$ cat src/rtl/uart_rx_block.sv
// -----------------------------------------------------------------------------
// uart_rx_block
// UART receiver for 8N1 frames (1 start, 8 data bits LSB first, 1 stop),
// recovered with an internally generated OVERSAMPLE-times-per-bit tick.
// Optional macro UART_RX_PARITY_EN turns the frame into 8E1 (even parity).
//
// Ports
//   clk         system clock
//   rst         synchronous, active-high reset
//   rx_in       asynchronous serial line, idle high
//   m_data      last correctly received byte (held until the next good frame)
//   valid       one-cycle pulse, m_data updated in the same cycle
//   frame_err   one-cycle pulse, stop bit sampled low
//   parity_err  one-cycle pulse, parity mismatch (constant 0 without the macro)
//   busy        high whenever the receiver is not idle
// -----------------------------------------------------------------------------
module uart_rx_block #(
   parameter int CLK_FREQ   = 44000000,
   parameter int BAUD       = 115200,
   parameter int OVERSAMPLE = 16
) (
   input  logic       clk,
   input  logic       rst,
   input  logic       rx_in,
   output logic [7:0] m_data,
   output logic       valid,
   output logic       frame_err,
   output logic       parity_err,
   output logic       busy
);

   // Rounded clk cycles per oversample tick.
   localparam int DIV   = (CLK_FREQ + (BAUD * OVERSAMPLE) / 2) / (BAUD * OVERSAMPLE);
   localparam int DIV_W = (DIV > 1) ? $clog2(DIV) : 1;
   localparam int SW    = $clog2(OVERSAMPLE);

   localparam logic [DIV_W-1:0] TCNT_LAST = DIV_W'(DIV - 1);
   localparam logic [SW-1:0]    SCNT_MID  = SW'(OVERSAMPLE / 2 - 1);
   localparam logic [SW-1:0]    SCNT_LAST = SW'(OVERSAMPLE - 1);

   typedef enum logic [2:0] {
      ST_IDLE      = 3'd0,
      ST_START     = 3'd1,
      ST_DATA      = 3'd2,
      ST_STOP      = 3'd3,
      ST_WAIT_IDLE = 3'd4
`ifdef UART_RX_PARITY_EN
      ,
      ST_PARITY    = 3'd5
`endif
   } state_t;

`ifdef UART_RX_PARITY_EN
   // Even parity: data bits plus parity bit must XOR to 0.
   function automatic logic even_parity_bad(input logic [7:0] data, input logic par);
      return ^{data, par};
   endfunction
`endif

   state_t           state_r, state_n;
   logic             rx_meta_r, rx_s_r;
   logic [DIV_W-1:0] tcnt_r, tcnt_n;
   logic [SW-1:0]    scnt_r, scnt_n;
   logic [2:0]       bcnt_r, bcnt_n;
   logic [7:0]       shift_r, shift_n;
   logic [7:0]       m_data_r, m_data_n;
   logic             valid_r, valid_n;
   logic             frame_err_r, frame_err_n;
   logic             busy_r, busy_n;
   logic             tick_s;
`ifdef UART_RX_PARITY_EN
   logic             par_r, par_n;
   logic             parity_err_r, parity_err_n;
`endif

   assign tick_s = (tcnt_r == TCNT_LAST);

   // Synchroniser and all state/output registers.
   always_ff @(posedge clk) begin
      if (rst) begin
         rx_meta_r    <= 1'b1;
         rx_s_r       <= 1'b1;
         state_r      <= ST_IDLE;
         tcnt_r       <= '0;
         scnt_r       <= '0;
         bcnt_r       <= 3'd0;
         shift_r      <= 8'h00;
         m_data_r     <= 8'h00;
         valid_r      <= 1'b0;
         frame_err_r  <= 1'b0;
         busy_r       <= 1'b0;
`ifdef UART_RX_PARITY_EN
         par_r        <= 1'b0;
         parity_err_r <= 1'b0;
`endif
      end else begin
         rx_meta_r    <= rx_in;
         rx_s_r       <= rx_meta_r;
         state_r      <= state_n;
         tcnt_r       <= tcnt_n;
         scnt_r       <= scnt_n;
         bcnt_r       <= bcnt_n;
         shift_r      <= shift_n;
         m_data_r     <= m_data_n;
         valid_r      <= valid_n;
         frame_err_r  <= frame_err_n;
         busy_r       <= busy_n;
`ifdef UART_RX_PARITY_EN
         par_r        <= par_n;
         parity_err_r <= parity_err_n;
`endif
      end
   end

   // Next-state, counter and output-pulse logic.
   always_comb begin
      state_n     = state_r;
      tcnt_n      = tick_s ? '0 : tcnt_r + DIV_W'(1);
      // OVERSAMPLE is a power of two, so the sample counter wraps naturally.
      scnt_n      = tick_s ? scnt_r + SW'(1) : scnt_r;
      bcnt_n      = bcnt_r;
      shift_n     = shift_r;
      m_data_n    = m_data_r;
      valid_n     = 1'b0;
      frame_err_n = 1'b0;
`ifdef UART_RX_PARITY_EN
      par_n        = par_r;
      parity_err_n = 1'b0;
`endif
      case (state_r)
         ST_IDLE: begin
            if (!rx_s_r) begin
               // Restart the tick phase at the start edge.
               state_n = ST_START;
               tcnt_n  = '0;
               scnt_n  = '0;
            end else begin
               state_n = ST_IDLE;
            end
         end
         ST_START: begin
            if (tick_s && (scnt_r == SCNT_MID)) begin
               if (rx_s_r) begin
                  state_n = ST_IDLE;            // glitch, not a real start bit
               end else begin
                  state_n = ST_DATA;
                  scnt_n  = '0;
                  bcnt_n  = 3'd0;
               end
            end else begin
               state_n = ST_START;
            end
         end
         ST_DATA: begin
            if (tick_s && (scnt_r == SCNT_LAST)) begin
               shift_n = {rx_s_r, shift_r[7:1]};
               if (bcnt_r == 3'd7) begin
`ifdef UART_RX_PARITY_EN
                  state_n = ST_PARITY;
`else
                  state_n = ST_STOP;
`endif
                  bcnt_n  = 3'd0;
               end else begin
                  bcnt_n  = bcnt_r + 3'd1;
               end
            end else begin
               state_n = ST_DATA;
            end
         end
`ifdef UART_RX_PARITY_EN
         ST_PARITY: begin
            if (tick_s && (scnt_r == SCNT_LAST)) begin
               par_n   = rx_s_r;
               state_n = ST_STOP;
            end else begin
               state_n = ST_PARITY;
            end
         end
`endif
         ST_STOP: begin
            if (tick_s && (scnt_r == SCNT_LAST)) begin
               if (rx_s_r) begin
                  state_n = ST_IDLE;
`ifdef UART_RX_PARITY_EN
                  if (even_parity_bad(shift_r, par_r)) begin
                     parity_err_n = 1'b1;
                  end else begin
                     valid_n  = 1'b1;
                     m_data_n = shift_r;
                  end
`else
                  valid_n  = 1'b1;
                  m_data_n = shift_r;
`endif
               end else begin
                  // A bad stop bit wins over any parity problem.
                  state_n     = ST_WAIT_IDLE;
                  frame_err_n = 1'b1;
               end
            end else begin
               state_n = ST_STOP;
            end
         end
         ST_WAIT_IDLE: begin
            if (tick_s && rx_s_r) begin
               state_n = ST_IDLE;
            end else begin
               state_n = ST_WAIT_IDLE;
            end
         end
         default: begin
            state_n = ST_IDLE;
         end
      endcase
      busy_n = (state_n != ST_IDLE);
   end

   assign m_data    = m_data_r;
   assign valid     = valid_r;
   assign frame_err = frame_err_r;
   assign busy      = busy_r;
`ifdef UART_RX_PARITY_EN
   assign parity_err = parity_err_r;
`else
   assign parity_err = 1'b0;
`endif

endmodule

$ cat config.mk
export PLATFORM = sky130hd
export DESIGN_NAME = uart_rx_block
export DESIGN_NICKNAME = d
export VERILOG_FILES = /design/src/rtl/uart_rx_block.sv
export SDC_FILE = /design/constraint.sdc
export NUM_CORES = 1
export LEC_CHECK = 0
export CAP_MARGIN = 20
export CORE_UTILIZATION = 60
export DETAILED_ROUTE_END_ITERATION = 16
export DONT_BUFFER_PORTS = 1
export GPL_TIMING_DRIVEN = 0
export PLACE_DENSITY = 0.83
export SLEW_MARGIN = 10
export SYNTH_ARGS = -nofsm -noshare
export SYNTH_HDL_FRONTEND = slang
export SYNTH_SLANG_ARGS = --single-unit
$ cat constraint.sdc
create_clock -name clk -period 2 [get_ports clk]
set_input_delay 0.2 -clock clk [delete_from_list [all_inputs] [get_ports clk]]
set_output_delay 0.2 -clock clk [all_outputs]
set_load 0.005 [all_outputs]
==> impl_results.html, run 1 <==
<table>
<tr><th>Metric</th><th>Value</th></tr>
<tr><th colspan="2">Power</th></tr>
<tr><td>Worst vdd ir</td><td>roughly 0.69 mV</td></tr>
<tr><td>Leak Pwr</td><td>about 0.63 nW</td></tr>
<tr><td>Power Dens Cells</td><td>about 770 mW/mm²</td></tr>
<tr><th colspan="2">Floorplanning</th></tr>
<tr><td>Core area</td><td>0.00245 mm²</td></tr>
<tr><td>Number of placed I/O pins</td><td>15</td></tr>
<tr><td>Die outline height</td><td>52.8 µm</td></tr>
<tr><td>Rows</td><td>18</td></tr>
<tr><td>Full die area</td><td>about 0.0028 mm²</td></tr>
<tr><td>Die X-Extent</td><td>52.8 µm</td></tr>
<tr><td>Initial cell density of the core</td><td>between 60 and 70%</td></tr>
<tr><th colspan="2">Clock network</th></tr>
<tr><td>Clk buf depth</td><td>2</td></tr>
<tr><td>Buffer type at the clock tree root</td><td>sky130_fd_sc_hd__clkbuf_4</td></tr>
<tr><td>Clock network latency to the later pin of the worst-skew pair</td><td>0.33 ns</td></tr>
<tr><td>TritonCTS clock tree</td><td>built</td></tr>
<tr><td>H-tree level count</td><td>2</td></tr>
<tr><td>Clock slew at the register clock pins of the worst setup and hold paths</td><td>0.11 ns</td></tr>
<tr><td>Cts bufs inserted</td><td>5</td></tr>
<tr><td>Clock sinks</td><td>36</td></tr>
<tr><th colspan="2">Final layout</th></tr>
<tr><td>Synth-to-layout area growth</td><td>9.30%</td></tr>
<tr><td>Layout Utilization</td><td>between 60% and 70%</td></tr>
<tr><td>Fin cells</td><td>around 200</td></tr>
<tr><td>Number of nets at the end of the flow</td><td>173</td></tr>
<tr><td>Fraction of final layout cells sized beyond drive strength 1</td><td>12.6%</td></tr>
<tr><td>Top library cells by usage in the layout, fill and taps aside</td><td>sky130_fd_sc_hd__dfxtp_1 (36), sky130_fd_sc_hd__nor2_1 (23), sky130_fd_sc_hd__mux2i_1 (18)</td></tr>
<tr><td>Diode insertion count for antenna repair</td><td>0</td></tr>
<tr><td>Most common cell after layout, fill and taps aside</td><td>sky130_fd_sc_hd__dfxtp_1</td></tr>
<tr><th colspan="2">Yosys</th></tr>
<tr><td>Largest cells by area after synthesis</td><td>sky130_fd_sc_hd__dfxtp_1 (47%), sky130_fd_sc_hd__mux2i_1 (12%), sky130_fd_sc_hd__nor2_1 (5.6%)</td></tr>
<tr><td>Mean cell area of the mapped netlist</td><td>slightly below 10 µm²</td></tr>
<tr><td>Post-synthesis sequential area ratio</td><td>46.6%</td></tr>
<tr><td>Syn. warnings</td><td>0</td></tr>
<tr><td>Count of different cell masters after synthesis</td><td>38</td></tr>
<tr><td>Nets in the synthesized netlist</td><td>roughly 160</td></tr>
<tr><td>Post-synth top area cell</td><td>sky130_fd_sc_hd__dfxtp_1</td></tr>
<tr><td>#FFs+latches synth</td><td>36</td></tr>
<tr><td>Post-Syn Instances</td><td>157</td></tr>
<tr><td>Yosys top cell area share</td><td>46.6%</td></tr>
<tr><td>Summed instance area of the synthesized netlist</td><td>0.00155 mm²</td></tr>
<tr><th colspan="2">Placed design</th></tr>
<tr><td>Post-placement worst setup slack</td><td>-0.0372 ns</td></tr>
<tr><td>HPWL after DPL</td><td>1900 µm</td></tr>
<tr><td>Placed Instances</td><td>187</td></tr>
<tr><td>Routability Congestion</td><td>between 0.8 and 0.9</td></tr>
<tr><td>Port bufs</td><td>0</td></tr>
<tr><th colspan="2">Route</th></tr>
<tr><td>DRC violation count after routing</td><td>0</td></tr>
<tr><td>Count of routing violations after the opening detailed-route iteration</td><td>22</td></tr>
<tr><td>Routed wire per std cell</td><td>approximately 14 µm</td></tr>
<tr><td>Via count of the routed design</td><td>1133</td></tr>
<tr><td>Post-route ant nets</td><td>0</td></tr>
<tr><td>Length of the first detailed-routing pass in iterations</td><td>4</td></tr>
<tr><td>Detailed Route WL</td><td>between 2000 and 3000 µm</td></tr>
<tr><td>Vias per cell</td><td>5.75</td></tr>
<tr><th colspan="2">Worst setup path</th></tr>
<tr><td>Arr. time, crit path</td><td>2.10 ns</td></tr>
<tr><td>Required time worst endpoint</td><td>2.22 ns</td></tr>
<tr><td>Biggest fanout along the worst timing path</td><td>8</td></tr>
<tr><td>Critical Path Source Type</td><td>flop</td></tr>
<tr><td>Endpoint kind of the worst setup timing path</td><td>flop</td></tr>
<tr><td>Slack of the worst reg-to-reg path</td><td>0.12 ns</td></tr>
<tr><td>Critical path class</td><td>reg -&gt; reg</td></tr>
<tr><th colspan="2">GRT</th></tr>
<tr><td>Total global routing overflow</td><td>0</td></tr>
<tr><td>Antenna violations before repair</td><td>0</td></tr>
<tr><td>Tot GR Track Use</td><td>between 20% and 30%</td></tr>
<tr><td>Via count of the first global-routing pass</td><td>1006</td></tr>
<tr><td>Pin count of the biggest net entering global routing</td><td>12</td></tr>
<tr><td>Wire length of the first global-routing pass</td><td>between 4000 and 5000 µm</td></tr>
<tr><th colspan="2">STA</th></tr>
<tr><td>Final Max Slew Viols</td><td>0</td></tr>
<tr><td>Setup TNS</td><td>0 ns</td></tr>
<tr><td>Final setup violation count</td><td>0</td></tr>
<tr><td>Min Tclk post-route</td><td>1.88 ns</td></tr>
<tr><td>Tcrit/Tclk final</td><td>93.8%</td></tr>
<tr><td>Final hold violation count</td><td>0</td></tr>
<tr><td>Fmax</td><td>0.533 GHz</td></tr>
<tr><td>Worst Slack Setup Final</td><td>0.124 ns</td></tr>
<tr><td>RSZ-0062 raised after global routing</td><td>no</td></tr>
<tr><td>Fin Clk Skew</td><td>0.00622 ns</td></tr>
<tr><td>Worst hold slack</td><td>around 0.095 ns</td></tr>
<tr><th colspan="2">Worst hold path</th></tr>
<tr><td>Hold Path Class</td><td>in -&gt; reg</td></tr>
<tr><th colspan="2">Run</th></tr>
<tr><td>Max-Cap Viols</td><td>0</td></tr>
<tr><th colspan="2">Run status</th></tr>
<tr><td>Outcome</td><td>complete, no violations</td></tr>
</table>
[Yosys cell counts (all sizes together)]
cell,count
dfxtp,36
nor2,23
mux2i,18
nor3,8
inv,6
a21oi,5
buf,5
nand2,5
ha,4
nand3,4
nand3b,4
and2,3
clkbuf,3
nand2b,3
nand4,3
xor2,3
a2111o,2
nor2b,2
o31a,2
or2,2
xnor2,2
a2111oi,1
a21o,1
a311o,1
and4b,1
conb,1
nor3b,1
nor4,1
o211ai,1
o21ai,1
o31ai,1
or2b,1
or3,1
or3b,1
or4b,1
[registers in the layout, indices dropped and copies added, names as in the netlist]
signal / cells
frame_err: 1
rx_meta_r: 1
rx_s_r: 1
busy: 1
m_data: 8
shift_r: 8
valid: 1
tcnt_r: 5
bcnt_r: 3
state_r: 3
scnt_r: 4
[report_power, final]
part           total [W]  switching [W]  leakage, nW  internal, W
registers       0.000739     0.00000924        0.291     0.000729
clock network   0.000492       0.000230       0.0422     0.000262
logic          0.0000665      0.0000399        0.301    0.0000266
total            0.00130       0.000279        0.634      0.00102
[layer usage]
metal / vias to the layer above / global-route usage (%) / routed length, µm
met5: - / 0 / 0
met4: 0 / 7.89 / 39
li1: 556 / - / -
met3: 5 / 7.83 / 138
met2: 34 / 36.5 / 1360
met1: 538 / 25.7 / 1180
[worst max-delay path, cell delays in order, from the launching register on]
cell,delay [ns]
sky130_fd_sc_hd__dfxtp_1,0.41
sky130_fd_sc_hd__or4b_4,0.58
sky130_fd_sc_hd__a2111oi_4,0.49
sky130_fd_sc_hd__mux2i_1,0.23
sky130_fd_sc_hd__nor2_1,0.05
[timing repair]
| action | 4_1_cts | 5_1_grt |
|---|---|---|
| setup buffers | 0 | 1 |
| cloned | 0 | 0 |
| resized for setup | 0 | 0 |
| hold endpoints to repair | 1 | 0 |
| pin swaps | 1 | 1 |
| setup endpoints to repair | 8 | 8 |
| hold buffers | 1 | 0 |
[kinds of logic (layout without fill, tap and decap cells)]
logic type / Yosys count / in the layout / synth area share, %
other: 1 / 1 / 0.242
buffers and inverters: 14 / 24 / 3.96
flip-flops: 36 / 36 / 46.6
multiplexers: 18 / 18 / 11.6
AND/OR/NAND/NOR: 64 / 64 / 23.1
XOR/XNOR: 5 / 5 / 2.83
adder cells (fa/ha/maj): 4 / 4 / 3.23
AO/OA/AOI/OAI: 15 / 15 / 8.41
[final timing paths]
path,start,endpoint,cells past startpoint
hold / removal,rst,state_r[0],2
setup reg to reg,rx_s_r,bcnt_r[0],4
setup / recovery,rx_s_r,bcnt_r[0],4
hold reg to reg,rx_meta_r,rx_s_r,1
[area by class of cell]
type / count / area (µm²)
buffer: 8 / 38.8
clock buffer: 6 / 41.3
clock inverter: 2 / 35.0
fill: 193 / 763
inverter: 6 / 22.5
multi-input combinational: 107 / 766
sequential: 36 / 721
tap: 30 / 37.5
timing repair buffer: 2 / 30.0
[through the flow]
stage	area [µm²]	total power, W
after floorplan	1550	0.000804
after global placement	1590	0.000814
after detailed placement	1590	0.000819
after CTS	1670	0.00131
after global routing	1690	0.00135
final	1690	0.00130
Power figures use the tool's default switching activity.
==> run 2: changes to the inputs <==
--- a/config.mk
+++ b/config.mk
@@ -6,11 +6,11 @@
 export NUM_CORES = 1
 export LEC_CHECK = 0
 export CAP_MARGIN = 20
-export CORE_UTILIZATION = 60
+export CORE_UTILIZATION = 55
 export DETAILED_ROUTE_END_ITERATION = 16
 export DONT_BUFFER_PORTS = 1
 export GPL_TIMING_DRIVEN = 0
-export PLACE_DENSITY = 0.83
+export PLACE_DENSITY = 0.8
 export SLEW_MARGIN = 10
 export SYNTH_ARGS = -nofsm -noshare
 export SYNTH_HDL_FRONTEND = slang
==> constraint.sdc (replaced) <==
create_clock -name clk -period 1.65 [get_ports clk]
set_input_delay 0.165 -clock clk [delete_from_list [all_inputs] [get_ports clk]]
set_output_delay 0.165 -clock clk [all_outputs]
set_load 0.005 [all_outputs]
==> impl_results.html, run 2 (same netlist as run 1, synthesis figures left out) <==
<table>
<tr><th>Metric</th><th>Value</th></tr>
<tr><th colspan="2">Run status</th></tr>
<tr><td>Outcome</td><td>complete, but fails checks</td></tr>
<tr><td>Failing checks</td><td>setup timing</td></tr>
<tr><th colspan="2">Worst setup path</th></tr>
<tr><td>Buffers and inverters on the worst path</td><td>0 (unchanged)</td></tr>
<tr><td>Biggest fanout along the worst timing path</td><td>5 (-3)</td></tr>
<tr><td>Critical Path Source Type</td><td>flop</td></tr>
<tr><td>Arr. time, crit path</td><td>1.95 ns (-0.15 ns)</td></tr>
<tr><td>Endpoint kind of the worst setup timing path</td><td>flop</td></tr>
<tr><td>Required time worst endpoint</td><td>1.88 ns (-0.34 ns)</td></tr>
<tr><td>Kind of cell with the highest combined delay on the critical path</td><td>simple AND/OR/NAND/NOR gates</td></tr>
<tr><td>Slowest cell on the critical path</td><td>sky130_fd_sc_hd__or4b_4</td></tr>
<tr><td>Longest individual stage delay on the worst path</td><td>0.54 ns (-0.04 ns)</td></tr>
<tr><td>Sequence of cells on the critical path</td><td>or4b_4 -&gt; a2111oi_4 -&gt; mux2i_1 -&gt; nor2_1</td></tr>
<tr><td>Critical path class</td><td>reg -&gt; reg</td></tr>
<tr><th colspan="2">Floorplanning</th></tr>
<tr><td>Full die area</td><td>0.00303 mm² (+8.7%)</td></tr>
<tr><td>Die X-Extent</td><td>55.0 µm (+4.3%)</td></tr>
<tr><td>Die outline height</td><td>55.0 µm (+4.3%)</td></tr>
<tr><td>Core area</td><td>0.00257 mm² (+4.6%)</td></tr>
<tr><td>Initial cell density of the core</td><td>60.3% (-2.8 points)</td></tr>
<tr><td>Rows</td><td>18 (unchanged)</td></tr>
<tr><td>Number of placed I/O pins</td><td>15 (unchanged)</td></tr>
<tr><th colspan="2">Route</th></tr>
<tr><td>Detailed Route WL</td><td>3080 µm (+13%)</td></tr>
<tr><td>Vias per cell</td><td>5.82 (+1.2%)</td></tr>
<tr><td>Routed wire per std cell</td><td>14.9 µm (+8.3%)</td></tr>
<tr><td>Count of routing violations after the opening detailed-route iteration</td><td>30 (+36%)</td></tr>
<tr><td>Via count of the routed design</td><td>1199 (+5.8%)</td></tr>
<tr><td>Post-route ant nets</td><td>0 (unchanged)</td></tr>
<tr><td>Length of the first detailed-routing pass in iterations</td><td>4 (unchanged)</td></tr>
<tr><td>DRC violation count after routing</td><td>0 (unchanged)</td></tr>
<tr><th colspan="2">Final layout</th></tr>
<tr><td>Number of nets at the end of the flow</td><td>182 (+5.2%)</td></tr>
<tr><td>Synth-to-layout area growth</td><td>19.2%</td></tr>
<tr><td>Count of filler cells inserted in the layout</td><td>166 (-14%)</td></tr>
<tr><td>Layout Utilization</td><td>71.9% (+3.0 points)</td></tr>
<tr><td>Most common cell after layout, fill and taps aside</td><td>sky130_fd_sc_hd__dfxtp_1</td></tr>
<tr><td>Fin cells</td><td>206 (+4.6%)</td></tr>
<tr><td>Post-layout instance area</td><td>0.00185 mm² (+9.1%)</td></tr>
<tr><td>Reg area</td><td>741 µm² (+2.8%)</td></tr>
<tr><td>Fraction of final layout cells sized beyond drive strength 1</td><td>23.9% (+11 points)</td></tr>
<tr><td>Footprint of the multi-input gates</td><td>813 µm² (+6.2%)</td></tr>
<tr><td>Diode insertion count for antenna repair</td><td>0 (unchanged)</td></tr>
<tr><td>Top library cells by usage in the layout, fill and taps aside</td><td>sky130_fd_sc_hd__dfxtp_1 (28), sky130_fd_sc_hd__nor2_1 (23), sky130_fd_sc_hd__mux2i_1 (18)</td></tr>
<tr><th colspan="2">GRT</th></tr>
<tr><td>Total global routing overflow</td><td>0 (unchanged)</td></tr>
<tr><td>Pin count of the biggest net entering global routing</td><td>13 (+1)</td></tr>
<tr><td>Antenna violations before repair</td><td>0 (unchanged)</td></tr>
<tr><td>Tot GR Track Use</td><td>23.4% (+1.5 points)</td></tr>
<tr><td>Via count of the first global-routing pass</td><td>1075 (+6.9%)</td></tr>
<tr><td>Wire length of the first global-routing pass</td><td>4840 µm (+13%)</td></tr>
<tr><th colspan="2">Run</th></tr>
<tr><td>Max-Cap Viols</td><td>0 (unchanged)</td></tr>
<tr><th colspan="2">Clock network</th></tr>
<tr><td>Clock slew at the register clock pins of the worst setup and hold paths</td><td>0.11 ns (about the same)</td></tr>
<tr><td>TritonCTS clock tree</td><td>built</td></tr>
<tr><td>Clock sinks</td><td>36 (unchanged)</td></tr>
<tr><td>H-tree level count</td><td>2 (unchanged)</td></tr>
<tr><td>Buffer type at the clock tree root</td><td>sky130_fd_sc_hd__clkbuf_4</td></tr>
<tr><td>Cts bufs inserted</td><td>5 (unchanged)</td></tr>
<tr><td>Clk buf depth</td><td>2 (unchanged)</td></tr>
<tr><td>Clock network latency to the later pin of the worst-skew pair</td><td>0.34 ns (about the same)</td></tr>
<tr><th colspan="2">Power</th></tr>
<tr><td>Worst vdd ir</td><td>0.910 mV (+32%)</td></tr>
<tr><td>Leak Pwr</td><td>0.733 nW (+16%)</td></tr>
<tr><td>Net switching power figure</td><td>0.000363 W (+30%)</td></tr>
<tr><td>Switching power as a share of total power</td><td>22.7% (+1.2 points)</td></tr>
<tr><td>Cell-internal power</td><td>0.00124 W (+21%)</td></tr>
<tr><td>Clock power share</td><td>38.4% (+0.5 points)</td></tr>
<tr><td>Comb power frac</td><td>5.7% (+0.6 points)</td></tr>
<tr><td>Power Dens Cells</td><td>866 mW/mm² (+13%)</td></tr>
<tr><td>Seq pwr share</td><td>55.9% (-1.1 points)</td></tr>
<tr><th colspan="2">STA</th></tr>
<tr><td>Fin Clk Skew</td><td>0.0101 ns (+0.00388 ns)</td></tr>
<tr><td>Final setup violation count</td><td>9 (+9)</td></tr>
<tr><td>RSZ-0062 raised after global routing</td><td>yes</td></tr>
<tr><td>Tcrit/Tclk final</td><td>104% (+11 points)</td></tr>
<tr><td>Final Max Slew Viols</td><td>0 (unchanged)</td></tr>
<tr><td>Worst hold slack</td><td>0.0590 ns (-0.0363 ns)</td></tr>
<tr><td>Final hold violation count</td><td>0 (unchanged)</td></tr>
<tr><td>Min Tclk post-route</td><td>1.72 ns (-0.155 ns)</td></tr>
<tr><td>Worst Slack Setup Final</td><td>-0.0709 ns (-0.195 ns)</td></tr>
<tr><td>Fmax</td><td>0.581 GHz (+9.0%)</td></tr>
<tr><th colspan="2">Worst hold path</th></tr>
<tr><td>Hold Path Class</td><td>in -&gt; reg</td></tr>
<tr><th colspan="2">Placed design</th></tr>
<tr><td>HPWL after DPL</td><td>1880 µm (-0.96%)</td></tr>
<tr><td>Placed Instances</td><td>187 (unchanged)</td></tr>
<tr><td>Area after DPL</td><td>0.00159 mm² (+0.39%)</td></tr>
<tr><td>Routability Congestion</td><td>0.810 (-4.0%)</td></tr>
<tr><td>Port bufs</td><td>0 (unchanged)</td></tr>
</table>
-- run 2: cell count changes in the layout (fill, tap and decap cells not counted), sizes merged --
cell,change
clkbuf,-1
clkinvlp,+1
buf,+9
-- run 2: timing repair --
action,in CTS,in global routing
gates resized for setup,15,8
endpoints found under the setup margin,22,23
pin swaps,6,6
gates cloned,1,0
hold buffers,1,0
endpoints found under the hold margin,1,0
setup buffers,6,4
-- run 2: path summary, 6_finish.rpt --
kind / start / end / slack, ns / depth (start not counted)
worst max-delay path: state_r[1] / bcnt_r[0] / -0.07 / 4
worst min register to register: rx_meta_r / rx_s_r / 0.42 / 1
worst min-delay path: rst / state_r[0] / 0.06 / 2
worst max register to register: state_r[1] / bcnt_r[0] / -0.07 / 4
-- run 2: layer usage --
metal	vias to the layer above	part of all wire [%]	GRT usage (%)
met5	-	0	0
met4	0	1.8	11.3
met3	8	7.4	9.29
met2	53	47	36.7
met1	555	43	27.7
li1	583	-	-
-- run 2: area by class of cell --
cell class,count,area share [%]
clock buffers,5,2.03
multi-input cells,107,44.1
repair buffers,12,5.90
plain buffers,7,2.31
clock inverters,3,2.31
well taps,30,2.03
flip-flops and latches,36,40.1
inverters,6,1.22
-- run 2: metrics by stage --
stage | setup TNS, ns | total power (W) | worst slack, ns
2_1_floorplan | 0 | 0.000975 | 0.000426
3_3_place_gp | -2.28 | 0.000988 | -0.200
3_5_place_dp | -3.13 | 0.000993 | -0.287
4_1_cts | -0.598 | 0.00161 | -0.133
5_1_grt | -1.32 | 0.00167 | -0.152
6_report | -0.196 | 0.00160 | -0.0709
-- run 2: power by group through the flow --
stage	logic, W	clock network, W	registers, W
final	0.0000912	0.000613	0.000893
after global routing	0.000102	0.000669	0.000896
after CTS	0.0000881	0.000628	0.000895
after detailed placement	0.0000775	0	0.000915
after global placement	0.0000740	0	0.000914
after floorplan	0.0000629	0	0.000912
